==> src/rtl/gemm_tile_sequencer_pkg.sv <==
// Shared types and tiling constants for the GEMM tile sequencer.
// Tile limits are derived from the small systolic array geometry.
package gemm_tile_sequencer_pkg;

  localparam int DIM_W          = 12;
  localparam int SMALL_SYS_ROWS = 8;
  localparam int SMALL_SYS_COLS = 8;
  // Both limits must stay <= 31 so that a tile size fits the 5-bit fields.
  localparam int MAX_TILE_K     = 2 * SMALL_SYS_ROWS;
  localparam int MAX_TILE_N     = 2 * SMALL_SYS_COLS;

  typedef enum logic [1:0] {
    IDLE,
    EMIT,
    DONE
  } seq_state_e;

  typedef struct packed {
    logic [4:0]       ksize;
    logic [4:0]       nsize;
    logic [DIM_W-1:0] k_base;
    logic [DIM_W-1:0] n_base;
    logic [DIM_W-1:0] m;
    logic             first_k;
    logic             last_k;
  } tile_desc_t;

endpackage

==> src/rtl/gemm_tile_sequencer_if.sv <==
// Job-issue and tile-descriptor handshake bundle for the sequencer.
// The master is the sequencer; the slave is the front end plus the decoder.
interface gemm_tile_sequencer_if;
  import gemm_tile_sequencer_pkg::*;

  logic             job_valid;
  logic             job_ready;
  logic [DIM_W-1:0] m_dim;
  logic [DIM_W-1:0] k_dim;
  logic [DIM_W-1:0] n_dim;

  logic             tile_valid;
  logic             tile_ready;
  logic [4:0]       tile_ksize;
  logic [4:0]       tile_nsize;
  logic [DIM_W-1:0] tile_k_base;
  logic [DIM_W-1:0] tile_n_base;
  logic [DIM_W-1:0] tile_m;
  logic             tile_first_k;
  logic             tile_last_k;
  logic             job_done;

  modport master (
    input  job_valid, m_dim, k_dim, n_dim, tile_ready,
    output job_ready, tile_valid, tile_ksize, tile_nsize, tile_k_base,
           tile_n_base, tile_m, tile_first_k, tile_last_k, job_done
  );

  modport slave (
    output job_valid, m_dim, k_dim, n_dim, tile_ready,
    input  job_ready, tile_valid, tile_ksize, tile_nsize, tile_k_base,
           tile_n_base, tile_m, tile_first_k, tile_last_k, job_done
  );

endinterface

==> src/rtl/gemm_tile_sequencer_tile_dim_clip.sv <==
// Clips the remaining extent of one dimension to the tile limit and flags
// the final tile along that dimension.
module tile_dim_clip
  import gemm_tile_sequencer_pkg::*;
#(
  parameter int MAX_TILE = 16
) (
  input  logic [DIM_W-1:0] dim,
  input  logic [DIM_W-1:0] base,
  output logic [4:0]       size,
  output logic             last
);

  logic [DIM_W-1:0] remaining;
  logic [DIM_W:0]   base_plus_max;

  always_comb begin
    remaining     = dim - base;
    // One extra bit keeps base + MAX_TILE from wrapping near 2^DIM_W.
    base_plus_max = {1'b0, base} + (DIM_W + 1)'(MAX_TILE);
    size          = (remaining < DIM_W'(MAX_TILE)) ? remaining[4:0] : 5'(MAX_TILE);
    last          = (base_plus_max >= {1'b0, dim});
  end

endmodule

==> src/rtl/gemm_tile_sequencer.sv <==
// Splits one (M x K) * (K x N) GEMM job into tile descriptors, N outer and
// K inner, so that accumulation runs over K within each N column.
module gemm_tile_sequencer
  import gemm_tile_sequencer_pkg::*;
(
  input  logic                  clk,
  input  logic                  rst,
  gemm_tile_sequencer_if.master bus
);

  seq_state_e       state_q, state_d;
  logic [DIM_W-1:0] k_base_q, k_base_d;
  logic [DIM_W-1:0] n_base_q, n_base_d;
  logic [DIM_W-1:0] m_q, m_d;
  logic [DIM_W-1:0] k_dim_q, k_dim_d;
  logic [DIM_W-1:0] n_dim_q, n_dim_d;

  logic [4:0] ksize, nsize;
  logic       k_last, n_last;
  logic       job_ready, tile_valid, job_done;
  tile_desc_t desc;

  tile_dim_clip #(.MAX_TILE(MAX_TILE_K)) u_clip_k (
    .dim  (k_dim_q),
    .base (k_base_q),
    .size (ksize),
    .last (k_last)
  );

  tile_dim_clip #(.MAX_TILE(MAX_TILE_N)) u_clip_n (
    .dim  (n_dim_q),
    .base (n_base_q),
    .size (nsize),
    .last (n_last)
  );

  // NOTE: state registers use non-blocking assignments only; all next-state
  // math lives in always_comb so every flop sees pre-edge values.
  always_ff @(posedge clk) begin
    if (rst) begin
      state_q  <= IDLE;
      k_base_q <= '0;
      n_base_q <= '0;
      m_q      <= '0;
      k_dim_q  <= '0;
      n_dim_q  <= '0;
    end else begin
      state_q  <= state_d;
      k_base_q <= k_base_d;
      n_base_q <= n_base_d;
      m_q      <= m_d;
      k_dim_q  <= k_dim_d;
      n_dim_q  <= n_dim_d;
    end
  end

  // NOTE: every output of this block gets a default first, so no path can
  // infer a latch.
  always_comb begin
    state_d    = state_q;
    k_base_d   = k_base_q;
    n_base_d   = n_base_q;
    m_d        = m_q;
    k_dim_d    = k_dim_q;
    n_dim_d    = n_dim_q;
    job_ready  = 1'b0;
    tile_valid = 1'b0;
    job_done   = 1'b0;

    unique case (state_q)
      IDLE: begin
        job_ready = 1'b1;
        if (bus.job_valid) begin
          m_d      = bus.m_dim;
          k_dim_d  = bus.k_dim;
          n_dim_d  = bus.n_dim;
          k_base_d = '0;
          n_base_d = '0;
          // An empty job skips emission but still reports completion.
          if (bus.m_dim == '0 || bus.k_dim == '0 || bus.n_dim == '0) begin
            state_d = DONE;
          end else begin
            state_d = EMIT;
          end
        end
      end
      EMIT: begin
        tile_valid = 1'b1;
        if (bus.tile_ready) begin
          if (!k_last) begin
            k_base_d = k_base_q + DIM_W'(MAX_TILE_K);
          end else begin
            k_base_d = '0;
            n_base_d = n_base_q + DIM_W'(MAX_TILE_N);
            if (n_last) state_d = DONE;
          end
        end
      end
      DONE: begin
        job_done = 1'b1;
        state_d  = IDLE;
      end
      default: state_d = IDLE;
    endcase
  end

  // Descriptor reads as all-zero outside EMIT so idle outputs stay quiet.
  always_comb begin
    desc = '0;
    if (state_q == EMIT) begin
      desc.ksize   = ksize;
      desc.nsize   = nsize;
      desc.k_base  = k_base_q;
      desc.n_base  = n_base_q;
      desc.m       = m_q;
      desc.first_k = (k_base_q == '0);
      desc.last_k  = k_last;
    end
  end

  assign bus.job_ready    = job_ready;
  assign bus.tile_valid   = tile_valid;
  assign bus.job_done     = job_done;
  assign bus.tile_ksize   = desc.ksize;
  assign bus.tile_nsize   = desc.nsize;
  assign bus.tile_k_base  = desc.k_base;
  assign bus.tile_n_base  = desc.n_base;
  assign bus.tile_m       = desc.m;
  assign bus.tile_first_k = desc.first_k;
  assign bus.tile_last_k  = desc.last_k;

endmodule

==> src/flat_wrapper.sv <==
// flat-port wrapper written by rule: the top's interface ports become plain ports
module gemm_tile_sequencer_flat import gemm_tile_sequencer_pkg::*;
  (clk, rst, bus_job_valid, bus_m_dim, bus_k_dim, bus_n_dim, bus_tile_ready, bus_job_ready, bus_tile_valid, bus_tile_ksize, bus_tile_nsize, bus_tile_k_base, bus_tile_n_base, bus_tile_m, bus_tile_first_k, bus_tile_last_k, bus_job_done);
  gemm_tile_sequencer_if bus_i ();
  input  logic clk;
  input  logic rst;
  input wire logic [$bits(bus_i.job_valid)-1:0] bus_job_valid;
  input wire logic [$bits(bus_i.m_dim)-1:0] bus_m_dim;
  input wire logic [$bits(bus_i.k_dim)-1:0] bus_k_dim;
  input wire logic [$bits(bus_i.n_dim)-1:0] bus_n_dim;
  input wire logic [$bits(bus_i.tile_ready)-1:0] bus_tile_ready;
  output wire logic [$bits(bus_i.job_ready)-1:0] bus_job_ready;
  output wire logic [$bits(bus_i.tile_valid)-1:0] bus_tile_valid;
  output wire logic [$bits(bus_i.tile_ksize)-1:0] bus_tile_ksize;
  output wire logic [$bits(bus_i.tile_nsize)-1:0] bus_tile_nsize;
  output wire logic [$bits(bus_i.tile_k_base)-1:0] bus_tile_k_base;
  output wire logic [$bits(bus_i.tile_n_base)-1:0] bus_tile_n_base;
  output wire logic [$bits(bus_i.tile_m)-1:0] bus_tile_m;
  output wire logic [$bits(bus_i.tile_first_k)-1:0] bus_tile_first_k;
  output wire logic [$bits(bus_i.tile_last_k)-1:0] bus_tile_last_k;
  output wire logic [$bits(bus_i.job_done)-1:0] bus_job_done;
  assign bus_i.job_valid = bus_job_valid;
  assign bus_i.m_dim = bus_m_dim;
  assign bus_i.k_dim = bus_k_dim;
  assign bus_i.n_dim = bus_n_dim;
  assign bus_i.tile_ready = bus_tile_ready;
  assign bus_job_ready = bus_i.job_ready;
  assign bus_tile_valid = bus_i.tile_valid;
  assign bus_tile_ksize = bus_i.tile_ksize;
  assign bus_tile_nsize = bus_i.tile_nsize;
  assign bus_tile_k_base = bus_i.tile_k_base;
  assign bus_tile_n_base = bus_i.tile_n_base;
  assign bus_tile_m = bus_i.tile_m;
  assign bus_tile_first_k = bus_i.tile_first_k;
  assign bus_tile_last_k = bus_i.tile_last_k;
  assign bus_job_done = bus_i.job_done;
  gemm_tile_sequencer u_core (.clk(clk), .rst(rst), .bus(bus_i));
endmodule
==> config.mk <==
export PLATFORM = sky130hd
export DESIGN_NAME = gemm_tile_sequencer_flat
export DESIGN_NICKNAME = d
export VERILOG_FILES = /design/src/rtl/gemm_tile_sequencer_pkg.sv /design/src/rtl/gemm_tile_sequencer_if.sv /design/src/rtl/gemm_tile_sequencer_tile_dim_clip.sv /design/src/rtl/gemm_tile_sequencer.sv /design/src/flat_wrapper.sv
export SDC_FILE = /design/constraint.sdc
export NUM_CORES = 1
export LEC_CHECK = 0
export BUFFER_PORTS_ARGS = -buffer_cell sky130_fd_sc_hd__buf_2
export CAP_MARGIN = 10
export CORE_MARGIN = 2
export CORE_UTILIZATION = 40
export CTS_BUF_LIST = sky130_fd_sc_hd__clkbuf_16
export CTS_CLUSTER_SIZE = 8
export DETAILED_ROUTE_END_ITERATION = 10
export GPL_ROUTABILITY_DRIVEN = 0
export HOLD_SLACK_MARGIN = 0.02
export SETUP_SLACK_MARGIN = 0.15
export SLEW_MARGIN = 10
export SYNTH_ARGS = -nofsm -noshare
export SYNTH_HDL_FRONTEND = slang
export SYNTH_SLANG_ARGS = --single-unit
==> constraint.sdc <==
create_clock -name clk -period 2.8 [get_ports clk]
set_clock_uncertainty 0.1 [all_clocks]
set_input_delay 0.14 -clock clk [delete_from_list [all_inputs] [get_ports clk]]
set_output_delay 0.14 -clock clk [all_outputs]
set_load 0.01 [all_outputs]
==> results of run 1 <==
-- what timing repair did --
item,4_1_cts,5_1_grt
gates cloned,1,0
resized for setup,51,34
endpoints found under the hold margin,34,0
hold buffers,34,0
setup buffers,9,7
endpoints found under the setup margin,29,29
pin swaps,21,18
-- registers in the layout, indices dropped and copies added (netlist names) --
name             count
u_core.n_base_q      8
u_core.n_dim_q      12
u_core.k_base_q      8
u_core.k_dim_q      12
u_core.state_q       2
u_core.m_q          12
-- cells by family (layout without fill, tap and decap cells) --
kind of cell / after synthesis / after routing
AO/OA/AOI/OAI: 107 / 107
adder cells (fa/ha/maj): 36 / 36
other: 2 / 11
XOR/XNOR: 25 / 25
buffers and inverters: 67 / 198
multiplexers: 4 / 4
flip-flops: 54 / 54
AND/OR/NAND/NOR: 219 / 219
-- how the worst max path moves through the flow --
stage | start | end | slack (ns) | cells after the start
3_3_place_gp | u_core.k_base_q[5]$_SDFFE_PP0P_ | u_core.n_base_q[6]$_SDFFE_PP0P_ | 0.04 | 12
3_5_place_dp | u_core.k_base_q[5]$_SDFFE_PP0P_ | u_core.n_base_q[6]$_SDFFE_PP0P_ | -0.08 | 12
4_1_cts | u_core.k_base_q[5]$_SDFFE_PP0P_ | bus_tile_last_k | -0.02 | 10
6_report | u_core.k_base_q[5]$_SDFFE_PP0P_ | bus_tile_last_k | -0.07 | 10
2_1_floorplan | u_core.k_base_q[5]$_SDFFE_PP0P_ | u_core.n_base_q[4]$_SDFFE_PP0P_ | 0.06 | 11
5_1_grt | u_core.k_base_q[5]$_SDFFE_PP0P_ | bus_tile_last_k | -0.19 | 10
-- synth_stat cells, types with 5 or more instances --
cell | count | area, um2
sky130_fd_sc_hd__ha_1 | 36 | 450
sky130_fd_sc_hd__nor4_1 | 10 | 62.6
sky130_fd_sc_hd__a21oi_1 | 51 | 255
sky130_fd_sc_hd__o21ai_0 | 10 | 50.1
sky130_fd_sc_hd__o22ai_1 | 5 | 31.3
sky130_fd_sc_hd__buf_4 | 9 | 67.6
sky130_fd_sc_hd__nand2b_1 | 8 | 50.1
sky130_fd_sc_hd__xor2_1 | 8 | 70.1
sky130_fd_sc_hd__nand2_1 | 89 | 334
sky130_fd_sc_hd__xnor2_1 | 16 | 140
sky130_fd_sc_hd__nand3_1 | 20 | 100
sky130_fd_sc_hd__dfxtp_1 | 54 | 1080
sky130_fd_sc_hd__nor2_1 | 36 | 135
sky130_fd_sc_hd__inv_1 | 38 | 143
sky130_fd_sc_hd__and3_1 | 9 | 56.3
sky130_fd_sc_hd__nor2b_1 | 6 | 37.5
sky130_fd_sc_hd__a21o_1 | 7 | 52.6
sky130_fd_sc_hd__clkbuf_1 | 15 | 56.3
sky130_fd_sc_hd__and2_1 | 17 | 106
sky130_fd_sc_hd__nor3_1 | 7 | 35.0
-- per-stage QoR --
step	area (um2)	TNS [ns]
2_1_floorplan	3940	0
3_3_place_gp	4500	0
3_5_place_dp	4500	-0.135
4_1_cts	5310	-0.0223
5_1_grt	5510	-2.17
6_report	5510	-0.233
-- power breakdown --
part | switching (mW) | total, mW | leakage, nW | internal, mW
registers | 0.0489 | 0.859 | 0.448 | 0.810
logic | 0.438 | 0.828 | 1.90 | 0.390
clock network | 0.300 | 0.728 | 0.0844 | 0.428
-- area by class of cell --
type	count	share of cell area, %
sequential	54	20.1
multi-input combinational	402	51.4
clock buffer	5	2.27
timing repair buffer	152	19.6
tap	129	2.93
inverter	38	2.82
clock inverter	3	0.863
-- routing by layer --
layer | vias up | global-route usage, %
met4 | 0 | 4.41
met5 | - | 0
li1 | 2021 | -
met1 | 1892 | 29.3
met3 | 10 | 4.65
met2 | 114 | 38.0
-- cells in the final DEF, fill, tap and decap left out, types with 8 or more instances in the layout --
master / instances
sky130_fd_sc_hd__conb_1: 11
sky130_fd_sc_hd__buf_4: 30
sky130_fd_sc_hd__dfxtp_1: 43
sky130_fd_sc_hd__xnor2_1: 15
sky130_fd_sc_hd__nor4_1: 10
sky130_fd_sc_hd__inv_1: 33
sky130_fd_sc_hd__a21oi_1: 46
sky130_fd_sc_hd__nand3_1: 18
sky130_fd_sc_hd__ha_1: 28
sky130_fd_sc_hd__nand2_1: 89
sky130_fd_sc_hd__buf_6: 12
sky130_fd_sc_hd__dlygate4sd3_1: 34
sky130_fd_sc_hd__and2_1: 16
sky130_fd_sc_hd__xor2_1: 8
sky130_fd_sc_hd__buf_2: 76
sky130_fd_sc_hd__nor2_1: 35
-- critical path, stage by stage, from the launching register on --
cell	delay, ns
sky130_fd_sc_hd__dfxtp_4	0.37
sky130_fd_sc_hd__ha_4	0.15
sky130_fd_sc_hd__nand3_4	0.07
sky130_fd_sc_hd__or3_4	0.35
sky130_fd_sc_hd__xnor2_2	0.14
sky130_fd_sc_hd__ha_1	0.31
sky130_fd_sc_hd__a21o_1	0.20
sky130_fd_sc_hd__a2111oi_4	0.36
sky130_fd_sc_hd__and2_4	0.22
sky130_fd_sc_hd__nor2_1	0.04
sky130_fd_sc_hd__buf_2	0.14
==> results.toml, run 1 <==
[logic_synthesis]
ys_warn_count = 0
postSynth.asyncResetShare_pct = 0
postSynthCellCount = 514
main_combinational_cell_family_by_area_after_synthesis = "simple AND/OR/NAND/NOR gates"
synth_fa_ha_area_share_pct = 11.6
yosys.area_share.xor_xnor_pct = 5.85
ys_seq_area_share_pct = 27.9
synth_enable_flop_cells = 0
synthSimpleGateAreaFrac_pct = 27.7
synth-compound-area-share_pct = 18.0
postSynth.topFlopCell = "sky130_fd_sc_hd__dfxtp_1"
synth_area_per_cell_um2 = 7.54
register_bit_count_reported_by_yosys = 54
synth.cell_area_um2 = 3870
synth_cell_types = 56
mux_cell_area_share_after_synthesis_pct = 1.07

[flow_run]
max_cap_violations = 0

[timing]
rsz_0062_raised_after_global_routing = "yes"
timing.max_slew.rel_slack_pct = 63.2
report.final.setup_viol = 9
timing.fmax_mhz = 348
final-max-slew-violation-count = 0
final.min_clock_period_ns = 2.87
worstMarginPinSlew_ns = 0.552
whs_ns = 0.0193
post-route-worst-setup-slack_ns = -0.0742
timing_hold_violations_final = 0
period_share_pct = 103

[final_layout]
post_layout_nonfiller_instances = 783
total_nets_final = 729
multi_input_area_um2 = 2830
nFillCells = 875
layout-drive-gt1-share_pct = 30.6
final_util_pct = 59.1
n_antenna_cell = 0
syn_to_final_growth_pct = 42.2
ff_latch_area_um2 = 1110

[drt]
met1Wirelength_um = 5160
post_route_wl_um = 11500
via_count = 4037
drc = 0
ant_nets = 0
via_per_inst = 5.16
route.detailed.wl_per_inst_um = 14.7
wl_met3_um = 689
maxUsedRoutingLayer = "met4"
drt-pass1-iter-count = 4
detailroute.wirelength.met2_um = 5570
iter_0_drt_violations = 152

[clock_network]
tritoncts_num_sinks = 54
path_clk_slew_ns = 0.07
cts-root-buf = "sky130_fd_sc_hd__clkbuf_16"
tritoncts = "built"
cts_buffers = 5
cts-htree-levels = 2
maximum_count_of_clock_buffers_along_a_single_path = 2
clk-insertion-delay-late_ns = 0.29

[worst_setup_path]
r2r_setup_slack_ns = -0.03
timing.reg2reg.worst_path_depth = 12
end_kind = "output port"
criticalPathCategory = "reg2out"
worst_setup_path_start_kind = "register"
timing.critical_path.fanout_max = 3
worst-endpoint-required_ns = 2.56
crit_arrival_ns = 2.63
rr_endpoint = "u_core.n_base_q[7]$_SDFFE_PP0P_"
critical_register_to_register_path_startpoint = "u_core.k_base_q[5]$_SDFFE_PP0P_"

[grt]
grt_max_degree = 44
grt_antenna_before_repair = 0
gr-total-overflow = 0
first_global_vias = 3952
global_route_wire_length_before_repair_um = 18700
grt_usage_pct = 22.3

[floorplanning]
die_h_um = 102
die-area_um2 = 10500
initial_core_utilization_pct = 41.5
ioPinCount = 91
core_footprint_um2 = 9330
std_cell_rows = 35
die_width_um = 102

[power]
power.ir.vdd_worst_uv = 291
total_power_mw = 2.41
power.leakage_nw = 2.43
power.density_nw_per_um2 = 438

[hold_path]
timing.hold.worst.start = "bus_k_dim[1]"
hold_path_class = "in2reg"
min_delay_worst_endpoint = "u_core.k_dim_q[1]$_SDFFE_PP0P_"
hold-path-cell-count = 3

[place]
place_worst_setup_slack_ns = -0.0758
detailedPlacementHpwl_um = 7990
dpl.cell_count = 724
portBuffers = 82

[outcome]
violations = "negative setup slack"
run_status = "complete, but fails checks"
(Power assumes the default switching activity.)
==> run 2, diff against run 1 <==
--- a/config.mk
+++ b/config.mk
@@ -7,6 +7,7 @@
 export LEC_CHECK = 0
 export BUFFER_PORTS_ARGS = -buffer_cell sky130_fd_sc_hd__buf_2
 export CAP_MARGIN = 10
+export CORE_ASPECT_RATIO = 1.2
 export CORE_MARGIN = 2
 export CORE_UTILIZATION = 40
 export CTS_BUF_LIST = sky130_fd_sc_hd__clkbuf_16
==> results.toml, run 2 (synthesis gave the netlist of run 1 again) <==
[grt]
grt_antenna_before_repair = 0
grt_usage_pct = 22.0
first_global_vias = 3957
grt_max_degree = 42
gr-total-overflow = 0
global_route_wire_length_before_repair_um = 18600

[final_layout]
syn_to_final_growth_pct = 43.2
layout_top_registers = "u_core.k_dim_q: 12 flops, u_core.m_q: 12 flops, u_core.n_dim_q: 12 flops"
final_util_pct = 58.6
nFillCells = 873
post_layout_nonfiller_instances = 776
n_antenna_cell = 0
final_common_cell = "sky130_fd_sc_hd__nand2_1"
layout-drive-gt1-share_pct = 30.8
total_nets_final = 728
layout_common_cells = "sky130_fd_sc_hd__nand2_1 (89), sky130_fd_sc_hd__buf_2 (77), sky130_fd_sc_hd__a21oi_1 (46), sky130_fd_sc_hd__dfxtp_1 (44), sky130_fd_sc_hd__inv_1 (33)"

[clock_network]
cts-htree-levels = 2
tritoncts_num_sinks = 54
tritoncts = "built"
cts-root-buf = "sky130_fd_sc_hd__clkbuf_16"
cts_buffers = 5
path_clk_slew_ns = 0.07
clk-insertion-delay-late_ns = 0.29
maximum_count_of_clock_buffers_along_a_single_path = 2

[worst_setup_path]
criticalPathCategory = "reg2reg"
timing.reg2reg.worst_path_depth = 15
worst_setup_path_start_kind = "register"
rr_endpoint = "u_core.n_base_q[4]$_SDFFE_PP0P_"
critical_path_s_largest_stage_delay_ns = 0.38
r2r_setup_slack_ns = -0.08
critical_path.most_common_cell = "sky130_fd_sc_hd__buf_6"
critical_path.top_delay_family = "simple AND/OR/NAND/NOR gates"
worst-endpoint-required_ns = 2.88
timing.critical_path.fanout_max = 5
crit_path_top_delay_cell = "sky130_fd_sc_hd__or3_4"
critical_path_buf_inv_count = 4
critical_register_to_register_path_startpoint = "u_core.k_base_q[5]$_SDFFE_PP0P_"
crit_arrival_ns = 2.96
worstPathCellList = "ha_4 -> nand3_4 -> or3_4 -> xnor2_4 -> ha_4 -> buf_6 -> nand3_4 -> a21oi_4 -> a2111oi_4 -> buf_4 -> buf_6 -> a31oi_4 -> buf_6 -> nor2_2 -> mux2_4"
end_kind = "register"

[floorplanning]
initial_core_utilization_pct = 40.9
die_h_um = 112
die_width_um = 93.8
std_cell_rows = 39
die-area_um2 = 10500
ioPinCount = 91
core_footprint_um2 = 9470

[power]
cellInternalPower_mw = 1.62
switching_share_pct = 32.6
p_comb_share_pct = 36.3
power.clock.fraction_pct = 28.1
total_power_mw = 2.41
total_switching_power_uw = 784
power.ir.vdd_worst_uv = 253
power_frac_seq_pct = 35.6
power.leakage_nw = 2.44
power.density_nw_per_um2 = 434

[timing]
post-route-worst-setup-slack_ns = -0.0771
whs_ns = 0.0199
report.final.setup_viol = 11
rsz_0062_raised_after_global_routing = "yes"
timing.max_slew.rel_slack_pct = 66.3
timing_hold_violations_final = 0
final.min_clock_period_ns = 2.88
period_share_pct = 103
timing.fmax_mhz = 348
finalSetupTns_ns = -0.484
worstMarginPinSlew_ns = 0.505
final-max-slew-violation-count = 0

[drt]
via_per_inst = 5.17
post_route_wl_um = 11600
iter_0_drt_violations = 232
drt-pass1-iter-count = 4
ant_nets = 0
via_count = 4012
drc = 0
route.detailed.wl_per_inst_um = 15.0

[place]
portBuffers = 82
dpl.cell_count = 717
detailedPlacementHpwl_um = 8120

[flow_run]
max_cap_violations = 0

[hold_path]
min_delay_worst_endpoint = "u_core.n_dim_q[4]$_SDFFE_PP0P_"
hold-path-cell-count = 3
timing.hold.worst.start = "bus_n_dim[4]"
hold_path_class = "in2reg"

[outcome]
run_status = "complete, but fails checks"
violations = "negative setup slack"
run 2: worst max path at each step:
stage	from	to	slack [ns]	cells after the start
detailed placement	u_core.k_base_q[5]$_SDFFE_PP0P_	u_core.n_base_q[7]$_SDFFE_PP0P_	-0.03	12
global placement	u_core.k_base_q[5]$_SDFFE_PP0P_	u_core.n_base_q[6]$_SDFFE_PP0P_	0.03	12
global route	u_core.k_base_q[8]$_SDFFE_PP0P_	u_core.n_base_q[4]$_SDFFE_PP0P_	-0.18	14
finish	u_core.k_base_q[5]$_SDFFE_PP0P_	u_core.n_base_q[4]$_SDFFE_PP0P_	-0.08	15
CTS	u_core.k_base_q[5]$_SDFFE_PP0P_	bus_tile_last_k	-0.14	11
floorplan	u_core.k_base_q[5]$_SDFFE_PP0P_	u_core.n_base_q[4]$_SDFFE_PP0P_	0.06	11
run 2: metal layers:
layer	vias to the layer above	GRT usage [%]	share of wire (%)
li1	2027	-	-
met1	1881	26.3	41
met2	87	40.1	53
met3	17	2.98	3.2
met4	0	6.67	2.1
met5	-	0	0
run 2: area by class of cell:
class	instances	area (um2)	area share, %
multi-input combinational	402	2900	52.2
tap	123	154	2.77
clock inverter	2	12.5	0.226
sequential	54	1100	19.9
timing repair buffer	151	1080	19.5
inverter	38	149	2.68
clock buffer	6	150	2.71
run 2: worst register-to-register path: stages, from the launching register on:
cell and delay (ns):
sky130_fd_sc_hd__dfxtp_4 0.36, sky130_fd_sc_hd__ha_4 0.14, sky130_fd_sc_hd__nand3_4 0.08, sky130_fd_sc_hd__or3_4 0.38
sky130_fd_sc_hd__xnor2_4 0.15, sky130_fd_sc_hd__ha_4 0.29, sky130_fd_sc_hd__buf_6 0.10, sky130_fd_sc_hd__nand3_4 0.08
sky130_fd_sc_hd__a21oi_4 0.14, sky130_fd_sc_hd__a2111oi_4 0.05, sky130_fd_sc_hd__buf_4 0.15, sky130_fd_sc_hd__buf_6 0.12
sky130_fd_sc_hd__a31oi_4 0.20, sky130_fd_sc_hd__buf_6 0.15, sky130_fd_sc_hd__nor2_2 0.04, sky130_fd_sc_hd__mux2_4 0.26
run 2: per-stage QoR:
step                      instance area, um2  setup WS, ns
after CTS                               5300        -0.141
final                                   5550       -0.0771
after detailed placement                4490       -0.0332
after global routing                    5550        -0.185
after floorplan                         3940        0.0649
after global placement                  4490        0.0304
run 2: power groups by stage:
stage | combinational [mW] | clock [mW] | sequential (mW)
floorplan | 0.471 | 0 | 0.856
global placement | 0.626 | 0 | 0.871
detailed placement | 0.637 | 0 | 0.873
CTS | 0.810 | 0.689 | 0.858
global route | 0.959 | 0.727 | 0.864
finish | 0.873 | 0.676 | 0.858
run 2: repair_timing:
| item | in CTS | in global routing |
|---|---|---|
| setup endpoints to repair | 29 | 29 |
| resized for setup | 53 | 38 |
| buffers inserted | 9 | 9 |
| endpoints found under the hold margin | 32 | 0 |
| gates cloned | 1 | 0 |
| hold buffers | 32 | 0 |
| pin swaps | 18 | 20 |
==> run 3, diff against run 2 <==
--- a/config.mk
+++ b/config.mk
@@ -15,7 +15,9 @@
 export DETAILED_ROUTE_END_ITERATION = 10
 export GPL_ROUTABILITY_DRIVEN = 0
 export HOLD_SLACK_MARGIN = 0.02
+export MAX_ROUTING_LAYER = met4
 export SETUP_SLACK_MARGIN = 0.15
+export SKIP_CTS_REPAIR_TIMING = 1
 export SLEW_MARGIN = 10
 export SYNTH_ARGS = -nofsm -noshare
 export SYNTH_HDL_FRONTEND = slang
==> constraint.sdc (replaced) <==
create_clock -name clk -period 3.3 [get_ports clk]
set_clock_uncertainty 0.1 [all_clocks]
set_input_delay 0.165 -clock clk [delete_from_list [all_inputs] [get_ports clk]]
set_output_delay 0.165 -clock clk [all_outputs]
set_load 0.01 [all_outputs]
==> results.toml, run 3 (synthesis gave the netlist of run 1 again) <==
[outcome]
run_status = "complete, no violations"

[worst_setup_path]
rr_endpoint = "u_core.n_base_q[8]$_SDFFE_PP0P_"
r2r_setup_slack_ns = 0.33
timing.reg2reg.worst_path_depth = 10
timing.critical_path.fanout_max = 6
critical_path_s_largest_stage_delay_ns = 0.42
worstPathCellList = "ha_4 -> nand3_2 -> or3_4 -> xnor2_1 -> ha_1 -> a21o_1 -> a2111oi_4 -> and2_4 -> nor2_1 -> buf_2"
criticalPathCategory = "reg2out"
critical_register_to_register_path_startpoint = "u_core.k_base_q[4]$_SDFFE_PP0P_"
crit_path_top_delay_cell = "sky130_fd_sc_hd__a2111oi_4"
end_kind = "output port"
crit_arrival_ns = 2.79
worst_setup_path_start_kind = "register"
worst-endpoint-required_ns = 3.03

[final_layout]
nFillCells = 1001
syn_to_final_growth_pct = 20.5
final_util_pct = 49.3
final_common_cell = "sky130_fd_sc_hd__nand2_1"
total_nets_final = 677
final_area_um2 = 4670
layout-drive-gt1-share_pct = 19.6
layout_top_registers = "u_core.k_dim_q: 12 flops, u_core.m_q: 12 flops, u_core.n_dim_q: 12 flops"
layout_common_cells = "sky130_fd_sc_hd__nand2_1 (89), sky130_fd_sc_hd__buf_2 (82), sky130_fd_sc_hd__a21oi_1 (51), sky130_fd_sc_hd__dfxtp_1 (51), sky130_fd_sc_hd__inv_1 (38)"

[floorplanning]
die_h_um = 112
std_cell_rows = 39
die_width_um = 93.8
ioPinCount = 91
initial_core_utilization_pct = 40.9
core_footprint_um2 = 9470
die-area_um2 = 10500

[clock_network]
path_clk_slew_ns = 0.08
cts-htree-levels = 2
maximum_count_of_clock_buffers_along_a_single_path = 2
cts_buffers = 5
clk-insertion-delay-late_ns = 0.30
cts-root-buf = "sky130_fd_sc_hd__clkbuf_16"
tritoncts = "built"
tritoncts_num_sinks = 54

[timing]
post-route-worst-setup-slack_ns = 0.242
rsz_0062_raised_after_global_routing = "yes"
timing.fmax_mhz = 327
finalSetupTns_ns = 0
period_share_pct = 92.7
final.min_clock_period_ns = 3.06
report.final.setup_viol = 0
final-max-slew-violation-count = 0
worstMarginPinSlew_ns = 0.582
timing.max_slew.rel_slack_pct = 61.2
timing_hold_violations_final = 0

[grt]
grt_usage_pct = 20.2
first_global_vias = 3555
grt_max_degree = 54
grt_antenna_before_repair = 1
gr-total-overflow = 0
global_route_wire_length_before_repair_um = 16600

[power]
power.leakage_nw = 2.13
power.ir.vdd_worst_uv = 218
power.density_nw_per_um2 = 393

[drt]
via_count = 3707
drc = 0
via_per_inst = 5.11
ant_nets = 0
route.detailed.wl_per_inst_um = 14.0
drt-pass1-iter-count = 5
post_route_wl_um = 10200
iter_0_drt_violations = 128

[place]
place_worst_setup_slack_ns = 0.183
detailedPlacementHpwl_um = 7770
portBuffers = 82
dpl-instance-area_um2 = 4360

[hold_path]
timing.hold.worst.start = "bus_m_dim[4]"
hold_path_class = "in2reg"
min_delay_worst_endpoint = "u_core.m_q[4]$_SDFFE_PP0P_"
hold-path-cell-count = 3

[flow_run]
max_cap_violations = 0
[run 3: cell count changes in the layout (fill, tap and decap cells not counted), moves of 7 or more]
cell / before / now
sky130_fd_sc_hd__buf_4: 28 / 8
sky130_fd_sc_hd__ha_4: 8 / 1
sky130_fd_sc_hd__ha_1: 27 / 35
sky130_fd_sc_hd__dlygate4sd3_1: 32 / 10
sky130_fd_sc_hd__dfxtp_1: 44 / 51
sky130_fd_sc_hd__buf_6: 13 / 0
[run 3: final cells by class]
| class | instances | area, um2 | share of cell area (%) |
|---|---|---|---|
| Antenna cell | 1 | 2.50 | 0.0536 |
| Clock buffer | 5 | 125 | 2.68 |
| Clock inverter | 3 | 28.8 | 0.616 |
| Inverter | 38 | 143 | 3.06 |
| Multi-Input combinational cell | 402 | 2560 | 54.8 |
| Sequential cell | 54 | 1080 | 23.2 |
| Tap cell | 123 | 154 | 3.30 |
| Timing Repair Buffer | 100 | 571 | 12.2 |
[run 3: report_power, final]
group	total [mW]	internal [mW]	switching, mW
registers	0.727	0.690	0.0371
clock network	0.557	0.290	0.267
logic	0.551	0.235	0.316
total	1.83	1.22	0.620
[run 3: how the worst max path moves through the flow]
stage,start,slack (ns),cells after the start,to
2_1_floorplan,u_core.k_base_q[4]$_SDFFE_PP0P_,0.37,11,u_core.n_base_q[4]$_SDFFE_PP0P_
3_3_place_gp,u_core.k_base_q[4]$_SDFFE_PP0P_,0.22,11,u_core.k_base_q[11]$_SDFFE_PP0P_
3_5_place_dp,u_core.k_base_q[4]$_SDFFE_PP0P_,0.18,11,u_core.k_base_q[5]$_SDFFE_PP0P_
4_1_cts,u_core.k_base_q[4]$_SDFFE_PP0P_,-0.04,10,bus_tile_last_k
5_1_grt,u_core.k_base_q[4]$_SDFFE_PP0P_,0.10,10,bus_tile_last_k
6_report,u_core.k_base_q[4]$_SDFFE_PP0P_,0.24,10,bus_tile_last_k
[run 3: per-stage QoR]
stage,total power [mW],std cells,hold WS (ns)
floorplan,1.13,523,0.201
global placement,1.25,705,0.320
detailed placement,1.26,705,0.323
CTS,1.82,713,0.0000299
global route,1.94,726,0.0223
finish,1.83,726,0.00661
[run 3: layer usage]
layer  up-vias  track usage [%]  share of wire [%]
met2        83             35.3                 51
met4         0             5.31                1.3
li1       1913                -                  -
met3        11             3.11                4.6
met5         -                -                  0
met1      1700             23.9                 43
[run 3: critical path, delay by kind of cell (launching register included)]
family | cells | cell delay [ns]
buf+inv | 1 | 0.14
flops | 1 | 0.40
fa+ha+maj | 2 | 0.46
simple gates | 4 | 0.74
compound gates | 2 | 0.61
xor+xnor | 1 | 0.14
